$ cat config.mk
export PLATFORM = sky130hd
export DESIGN_NAME = if_stage_flat
export DESIGN_NICKNAME = d
export VERILOG_FILES = /design/src/rtl/if_pkg.sv /design/src/rtl/if_stage_if.sv /design/src/rtl/if_imem.sv /design/src/rtl/if_stage.sv /design/src/flat_wrapper.sv
export SDC_FILE = /design/constraint.sdc
export NUM_CORES = 1
export LEC_CHECK = 0
export CAP_MARGIN = 20
export CORE_ASPECT_RATIO = 2
export CORE_MARGIN = 2
export CORE_UTILIZATION = 56
export DETAILED_ROUTE_END_ITERATION = 8
export PLACE_DENSITY = 0.74
export SYNTH_ARGS = -nofsm -noshare
export SYNTH_HDL_FRONTEND = slang
export SYNTH_HIERARCHICAL = 1
export SYNTH_SLANG_ARGS = --single-unit
$ cat constraint.sdc
create_clock -name clk -period 2.7 [get_ports clk]
set_input_delay 0.27 -clock clk [delete_from_list [all_inputs] [get_ports clk]]
set_output_delay 0.27 -clock clk [all_outputs]
set_load 0.03 [all_outputs]
$ cat src/rtl/if_pkg.sv
// Shared definitions for the instruction-fetch stage: default geometry and
// the NOP encoding that the fetch register holds after reset.
package if_pkg;

    // Default instruction word width in bits.
    localparam int INSTR_W_DEFAULT = 32;

    // Default number of instruction memory words (power of two, at least 2).
    localparam int DEPTH_DEFAULT = 32;

    // Encoding of the no-operation word held in the fetch register after reset.
    localparam logic [31:0] NOP = 32'h0;

    // Returns 1 when depth is a legal memory size for the fetch stage.
    function automatic bit depth_is_legal(input int depth);
        return (depth >= 2) && ((depth & (depth - 1)) == 0);
    endfunction

endpackage

$ cat src/rtl/if_stage_if.sv
// Bus between the fetch stage and its surroundings: instruction memory
// write port, redirect request, ID-stage handshake and fetch outputs.
// Optional feature macro: IF_STAGE_PERF_CNT_EN adds fetch_count.
interface if_stage_if
    import if_pkg::*;
#(
    parameter int INSTR_W = INSTR_W_DEFAULT,
    parameter int DEPTH   = DEPTH_DEFAULT
);
    localparam int PC_W = $clog2(DEPTH);

    // Instruction memory write port
    logic               imem_we;
    logic [PC_W-1:0]    imem_waddr;
    logic [INSTR_W-1:0] imem_wdata;

    // Redirect from a later stage
    logic               br_taken;
    logic [PC_W-1:0]    br_target;

    // ID-stage handshake and fetched word
    logic               id_ready;
    logic               if_id_valid;
    logic [INSTR_W-1:0] if_id_instr;
    logic [PC_W-1:0]    if_id_pc;

    // Next fetch address
    logic [PC_W-1:0]    pc;

`ifdef IF_STAGE_PERF_CNT_EN
    logic [31:0]        fetch_count;
`endif

    // Side that drives the stage inputs and observes its outputs.
    modport master (
        output imem_we,
        output imem_waddr,
        output imem_wdata,
        output br_taken,
        output br_target,
        output id_ready,
        input  if_id_valid,
        input  if_id_instr,
        input  if_id_pc,
`ifdef IF_STAGE_PERF_CNT_EN
        input  fetch_count,
`endif
        input  pc
    );

    // The fetch stage itself.
    modport slave (
        input  imem_we,
        input  imem_waddr,
        input  imem_wdata,
        input  br_taken,
        input  br_target,
        input  id_ready,
        output if_id_valid,
        output if_id_instr,
        output if_id_pc,
`ifdef IF_STAGE_PERF_CNT_EN
        output fetch_count,
`endif
        output pc
    );

endinterface

$ cat src/rtl/if_imem.sv
// Instruction memory: register array with one synchronous write port and one
// synchronous read port. The read-data register doubles as the IF/ID
// instruction register, which gives single-cycle fetch latency; it loads
// only when the stage advances so it holds across stalls and flushes.
// The array itself is never reset; only the read register is cleared to NOP.
module if_imem
    import if_pkg::*;
#(
    parameter  int INSTR_W = INSTR_W_DEFAULT,
    parameter  int DEPTH   = DEPTH_DEFAULT,
    localparam int PC_W    = $clog2(DEPTH)
) (
    input  logic               clk,
    input  logic               rst,
    input  logic               i_we,
    input  logic [PC_W-1:0]    i_waddr,
    input  logic [INSTR_W-1:0] i_wdata,
    input  logic               i_re,
    input  logic [PC_W-1:0]    i_raddr,
    output logic [INSTR_W-1:0] o_rdata
);

    logic [INSTR_W-1:0] r_mem [DEPTH];
    logic [INSTR_W-1:0] r_rdata;

    // Write port; contents survive reset.
    always_ff @(posedge clk) begin
        if (i_we) begin
            r_mem[i_waddr] <= i_wdata;
        end
    end

    // Read port; a same-cycle write to the read address yields the old word
    // because both sample the array before the edge updates it.
    always_ff @(posedge clk) begin
        if (rst) begin
            r_rdata <= INSTR_W'(NOP);
        end else if (i_re) begin
            r_rdata <= r_mem[i_raddr];
        end
    end

    assign o_rdata = r_rdata;

endmodule

$ cat src/rtl/if_stage.sv
// Instruction-fetch stage: program counter, redirect/flush and stall control,
// and the IF/ID output registers, fronting the if_imem instruction memory.
// Optional feature macro: IF_STAGE_PERF_CNT_EN adds a 32-bit handshake
// counter on bus.fetch_count.
module if_stage
    import if_pkg::*;
#(
    parameter  int INSTR_W = INSTR_W_DEFAULT,
    parameter  int DEPTH   = DEPTH_DEFAULT,
    localparam int PC_W    = $clog2(DEPTH)
) (
    input  logic       clk,
    input  logic       rst,
    if_stage_if.slave  bus
);

    logic [PC_W-1:0]    r_pc;
    logic [PC_W-1:0]    r_if_id_pc;
    logic               r_if_id_valid;
    logic [INSTR_W-1:0] w_if_id_instr;
    logic               w_advance;
    logic               w_handshake;

    // A redirect always wins; otherwise move whenever the output slot is
    // empty or being consumed this cycle.
    assign w_advance   = !bus.br_taken && (!r_if_id_valid || bus.id_ready);
    assign w_handshake = r_if_id_valid && bus.id_ready;

    if_imem #(
        .INSTR_W (INSTR_W),
        .DEPTH   (DEPTH)
    ) u_imem (
        .clk     (clk),
        .rst     (rst),
        .i_we    (bus.imem_we),
        .i_waddr (bus.imem_waddr),
        .i_wdata (bus.imem_wdata),
        .i_re    (w_advance),
        .i_raddr (r_pc),
        .o_rdata (w_if_id_instr)
    );

    // PC and IF/ID control: reset, then redirect/flush, then advance; a stall
    // falls through and holds every register.
    always_ff @(posedge clk) begin
        if (rst) begin
            r_pc          <= '0;
            r_if_id_valid <= 1'b0;
            r_if_id_pc    <= '0;
        end else if (bus.br_taken) begin
            r_pc          <= bus.br_target;
            r_if_id_valid <= 1'b0;
        end else if (w_advance) begin
            r_pc          <= r_pc + PC_W'(1);
            r_if_id_valid <= 1'b1;
            r_if_id_pc    <= r_pc;
        end
    end

`ifdef IF_STAGE_PERF_CNT_EN
    logic [31:0] r_fetch_count;

    // Count handshakes; the 32-bit add wraps naturally.
    always_ff @(posedge clk) begin
        if (rst) begin
            r_fetch_count <= '0;
        end else if (w_handshake) begin
            r_fetch_count <= r_fetch_count + 32'd1;
        end
    end

    assign bus.fetch_count = r_fetch_count;
`else
    logic w_unused_handshake;
    assign w_unused_handshake = w_handshake;
`endif

    assign bus.pc          = r_pc;
    assign bus.if_id_valid = r_if_id_valid;
    assign bus.if_id_pc    = r_if_id_pc;
    assign bus.if_id_instr = w_if_id_instr;

endmodule

$ cat src/flat_wrapper.sv
// flat-port wrapper written by rule: the top's interface ports become plain ports
module if_stage_flat import if_pkg::*;
#(
    parameter  int INSTR_W = INSTR_W_DEFAULT,
    parameter  int DEPTH   = DEPTH_DEFAULT,
    localparam int PC_W    = $clog2(DEPTH)
)
  (clk, rst, bus_imem_we, bus_imem_waddr, bus_imem_wdata, bus_br_taken, bus_br_target, bus_id_ready, bus_if_id_valid, bus_if_id_instr, bus_if_id_pc, bus_pc);
  if_stage_if #(.INSTR_W(INSTR_W), .DEPTH(DEPTH)) bus_i ();
  input  logic clk;
  input  logic rst;
  input wire logic [$bits(bus_i.imem_we)-1:0] bus_imem_we;
  input wire logic [$bits(bus_i.imem_waddr)-1:0] bus_imem_waddr;
  input wire logic [$bits(bus_i.imem_wdata)-1:0] bus_imem_wdata;
  input wire logic [$bits(bus_i.br_taken)-1:0] bus_br_taken;
  input wire logic [$bits(bus_i.br_target)-1:0] bus_br_target;
  input wire logic [$bits(bus_i.id_ready)-1:0] bus_id_ready;
  output wire logic [$bits(bus_i.if_id_valid)-1:0] bus_if_id_valid;
  output wire logic [$bits(bus_i.if_id_instr)-1:0] bus_if_id_instr;
  output wire logic [$bits(bus_i.if_id_pc)-1:0] bus_if_id_pc;
  output wire logic [$bits(bus_i.pc)-1:0] bus_pc;
  assign bus_i.imem_we = bus_imem_we;
  assign bus_i.imem_waddr = bus_imem_waddr;
  assign bus_i.imem_wdata = bus_imem_wdata;
  assign bus_i.br_taken = bus_br_taken;
  assign bus_i.br_target = bus_br_target;
  assign bus_i.id_ready = bus_id_ready;
  assign bus_if_id_valid = bus_i.if_id_valid;
  assign bus_if_id_instr = bus_i.if_id_instr;
  assign bus_if_id_pc = bus_i.if_id_pc;
  assign bus_pc = bus_i.pc;
  if_stage #(.INSTR_W(INSTR_W), .DEPTH(DEPTH)) u_core (.clk(clk), .rst(rst), .bus(bus_i));
endmodule
# Yosys cells after proc, flatten, opt, wreduce, memory -nomap -nowiden
# Memory sizes are Yosys's and may differ from the RTL's. A register that Yosys moved wholly into a read port is not among the register bits.
# Cells that the tools add are included.
# classes
n_addsub	1
mux	4
n_bitwise	1
reduce_logical	7
# ops
operator	count
$mux 5	2
$add 5x1->5 const B	1
$logic_not 1->1	2
$mux 1	2
$reduce_and 2->1	1
$reduce_bool 2->1	1
$reduce_or 2->1	1
$logic_and 1x1->1	1
$logic_or 1x1->1	1
$not 1->1	1
# totals
ff_bits	11
ramBits	1024
inputBits	47
out_inout_bits	43
wordCells	17
mem_count	1
# memory_table
name	words	width	read_ports	rd_clocked_by_memory_dff	write_ports	line_no	source
u_core.u_imem.r_mem	32	32	1	1	1	if_imem.sv:23	logic [INSTR_W-1:0] r_mem [DEPTH];

# Longest topological paths before layout
# logic_depth
word_depth	5
mapped_depth	8

# Modules after synthesis
# Netlist, hierarchy kept.
# by_module_without_submodules
module	instances	cells_per_inst	area_per_inst_um2	seq_area_each_um2
if_imem	1	2238	40740.3	31390.1
if_stage	1	54	498.0	220.2

# Least setup slack after synthesis
# OpenSTA, ideal clock, no wires.
# synth_timing
path_kind	input -> register
start	input bus_imem_waddr[1]
end	memory u_core/u_imem/r_mem[12][0] in the netlist's numbering (enable)
setup_time_ns	0.421
arrival_time_ns	2.283
t_required_ns	2.279
slack_ns	-0.004
path_stages	3
cell_sequence	or3b_2 > clkbuf_1 > nor2_1
# synth_rtl
element	line_no	source
from (decl)	flat_wrapper.sv:13	input wire logic [$bits(bus_i.imem_waddr)-1:0] bus_imem_waddr;
to (decl)	if_imem.sv:23	
# Straight into the memory's write port.

# Worst setup path in the final report
# layout_timing
start	register u_core.r_pc[0], in the netlist u_core/bus.pc[0]
end	output bus_pc[0]
# layout_rtl
element	line_no	source
from (decl)	if_stage.sv:17	logic [PC_W-1:0] r_pc;
from (signal assigned)	if_stage.sv:51	r_pc <= bus.br_target;
from (signal assigned)	if_stage.sv:54	r_pc <= r_pc + PC_W'(1);
to (decl)	flat_wrapper.sv:21	output wire logic [$bits(bus_i.pc)-1:0] bus_pc;
# No word-level cell between the ends.

==> results.toml <==
[hold_path]
hp-class = "in -> reg"

[die]
initial_core_util_pct = 56.59
num_rows = 140
die_w_um = 195.9
die_area_um2 = 75960
die_h_um = 387.8
core_um2 = 72870
ioPinCount = 90

[global_routing]
gr-usage-all-layers_pct = 27.85
grt_pass1_vias = 23048
grt_pass1_wl_um = 151600
grt_antenna_before_repair = 1
grt_max_degree = 84
overflow = 0

[layout]
area_growth_pct = 15.29
final_cell_count_no_fill = 3473
fin_util_pct = 65.25
layout-drive-gt1-share_pct = 13.02
finalNetCount = 2526

[yosys]
synthTopCellsByCount = "edfxtp_1 (1024), mux2i_1 (514), a22oi_1 (256)"
syn-num-nets = 2340
async_flop_share_pct = 0
ys_warn_count = 6
synth.most_common_cell = "edfxtp_1"
synth-seq-cells = 1067
netlist.area_leader.share_pct = 74.57
avgSynthCellArea_um2 = 17.99
seq_area_frac_synth_pct = 76.65
synthCells = 2292
syn_area_um2 = 41240
yosysTopAreaCell = "edfxtp_1"
synth_edf_count = 1024
synth_cell_type_count = 34
synth_ff_type = "edfxtp_1"
synth.area.top_cells = "edfxtp_1 (75%), mux2i_1 (12%), a22oi_1 (4.7%)"

[clock_tree]
cts_root_buffer = "clkbuf_16"
cts_hold_buf = 0
clock_path_buffers = 3
insertion_delay_ns = 0.65
post_cts_buffers = 0
cts_tree = "built"
cts_max_level = 3
cts_sinks = 1067
numCtsBuffers = 85
post_cts_resized = 0
clkTransAtPathRegs_ns = 0.06

[worst_setup_path]
crit_buf_inv = 2
slowest_stage = "clkdlybuf4s50_1"
start_kind = "flip-flop"
worstPathCellList = "buf_12 > clkdlybuf4s50_1"
worstPathRequired_ns = 2.43
endpoint_kind = "output pin"
cpPeakStageDelay_ns = 0.75
critical_path_peak_fanout = 53
path_class = "reg -> out"
cpLargestDelayFamily = "buffers and inverters"
critPathArrivalTime_ns = 2.37

[timing]
relSlewSlack_pct = 30.59
tns_ns = 0
timing.hold.ws_ns = 0.1217
worst-slew-pin-transition_ns = 1.038
fin_skew_ns = 0.01933
final-setup-viol-count = 0
drv_slew = 0
finalCritPeriodShare_pct = 97.68
fmax_ghz = 0.3792
hold_violations = 0
rsz0062_at_grt = "false"
fin_crit_ns = 2.637

[pwr]
vdd_ir_drop_max_mv = 0.5248
clkPwrFrac_pct = 37.7
internal_power_uw = 26710
p_seq_share_pct = 54.1
p_per_area_nw_per_um2 = 719.2
p_leak_uw = 0.01540
power_uw = 34200
power_switching_uw = 7485
p_sw_share_pct = 21.89
p_comb_share_pct = 8.2

[outcome]
status = "complete, no violations"

[drt]
wl_met1_um = 36510
wl_per_cell_um = 30.34
wl_met2_um = 56200
first_iter_violations = 2617
route.met3.wl_um = 7363
top_layer_used = "met4"
drc = 0
wl_um = 105400
first_pass_iters = 5
via_per_inst = 6.495
ant_nets = 0
num_vias = 22556

[placed_design]
dpl.cell_count = 3313
place_hpwl_um = 58390
gp_congestion = 0.8115
portBuffers = 89

[run]
drv_cap = 0
## power groups by stage
stage | sequential [uW] | clock (uW) | combinational (uW)
after detailed placement | 18900 | 0 | 2780
after floorplan | 18900 | 0 | 1560
after global routing | 18500 | 13600 | 2960
final | 18500 | 12900 | 2810
after global placement | 18800 | 0 | 2720
after CTS | 18500 | 13000 | 2800
## through the flow
stage	area (um^2)	setup slack [ns]
6_report	47550	0.06265
5_1_grt	47550	0.008713
4_1_cts	47530	0.03428
3_5_place_dp	44620	0.2523
3_3_place_gp	44620	0.2807
2_1_floorplan	41240	-0.004075
## cell families after synthesis
family / after synthesis / share of synthesized area, %
DFF: 1067 / 76.65
muxes: 515 / 12.51
and+or+nand+nor: 131 / 1.684
xor gates and xnor gates: 4 / 0.08495
adders and majority gates: 1 / 0.03034
AOI/OAI and AO/OA: 432 / 7.009
buffers and inverters: 142 / 2.027
## layout by cell type (no fill, tap or decap), types with 4 or more instances in the layout
master | Yosys | final
bufinv_16 | 0 | 10
clkinv_1 | 0 | 9
clkinv_2 | 0 | 17
dfxtp_1 | 43 | 42
nand3b_1 | 5 | 5
clkbuf_1 | 71 | 15
clkbuf_8 | 0 | 8
nor2_1 | 69 | 36
xnor2_1 | 4 | 4
edfxtp_1 | 1024 | 1024
buf_4 | 25 | 86
clkdlybuf4s50_1 | 0 | 88
a22oi_1 | 256 | 256
o21ai_1 | 5 | 5
nor2_4 | 1 | 34
nand2_1 | 8 | 7
a21oi_1 | 136 | 136
or4_1 | 32 | 32
clkbuf_16 | 0 | 89
mux2i_1 | 514 | 514
a211oi_1 | 32 | 32
buf_12 | 0 | 62
## worst paths after layout
check	depth (start not counted)	from	endpoint	slack (ns)
max	2	u_core/bus.pc[0]	bus_pc[0]	0.06
min	2	rst	u_core/bus.if_id_valid	0.12
max reg2reg	7	u_core/bus.pc[0]	u_core/u_imem/o_rdata[19]	0.14
min reg2reg	2	u_core/bus.if_id_pc[2]	u_core/bus.if_id_pc[2]	0.48
## cell type report
| class | count | area (um^2) |
|---|---|---|
| Fill cell | 4799 | 25320 |
| Timing Repair Buffer | 238 | 2788 |
| Inverter | 3 | 11.26 |
| Antenna cell | 1 | 2.502 |
| Multi-Input combinational cell | 1083 | 9065 |
| Clock buffer | 112 | 2394 |
| Tap cell | 923 | 1155 |
| Clock inverter | 46 | 516.7 |
| Sequential cell | 1067 | 31610 |
## state kept, by name, summed over array words and instances (netlist names)
signal and cells:
u_core/bus.if_id_pc 5, u_core/bus.pc 5, u_core/u_imem/o_rdata 32, u_core/u_imem/r_mem 1024, u_core/bus.if_id_valid 1
## layer usage
| layer | vias to the layer above | global-route usage (%) |
|---|---|---|
| met5 | - | 0 |
| met3 | 283 | 4.122 |
| met2 | 1132 | 50.15 |
| met4 | 0 | 13.98 |
| met1 | 11549 | 32.28 |
| li1 | 9592 | - |
Note: power is estimated with default switching activity, not from simulation.
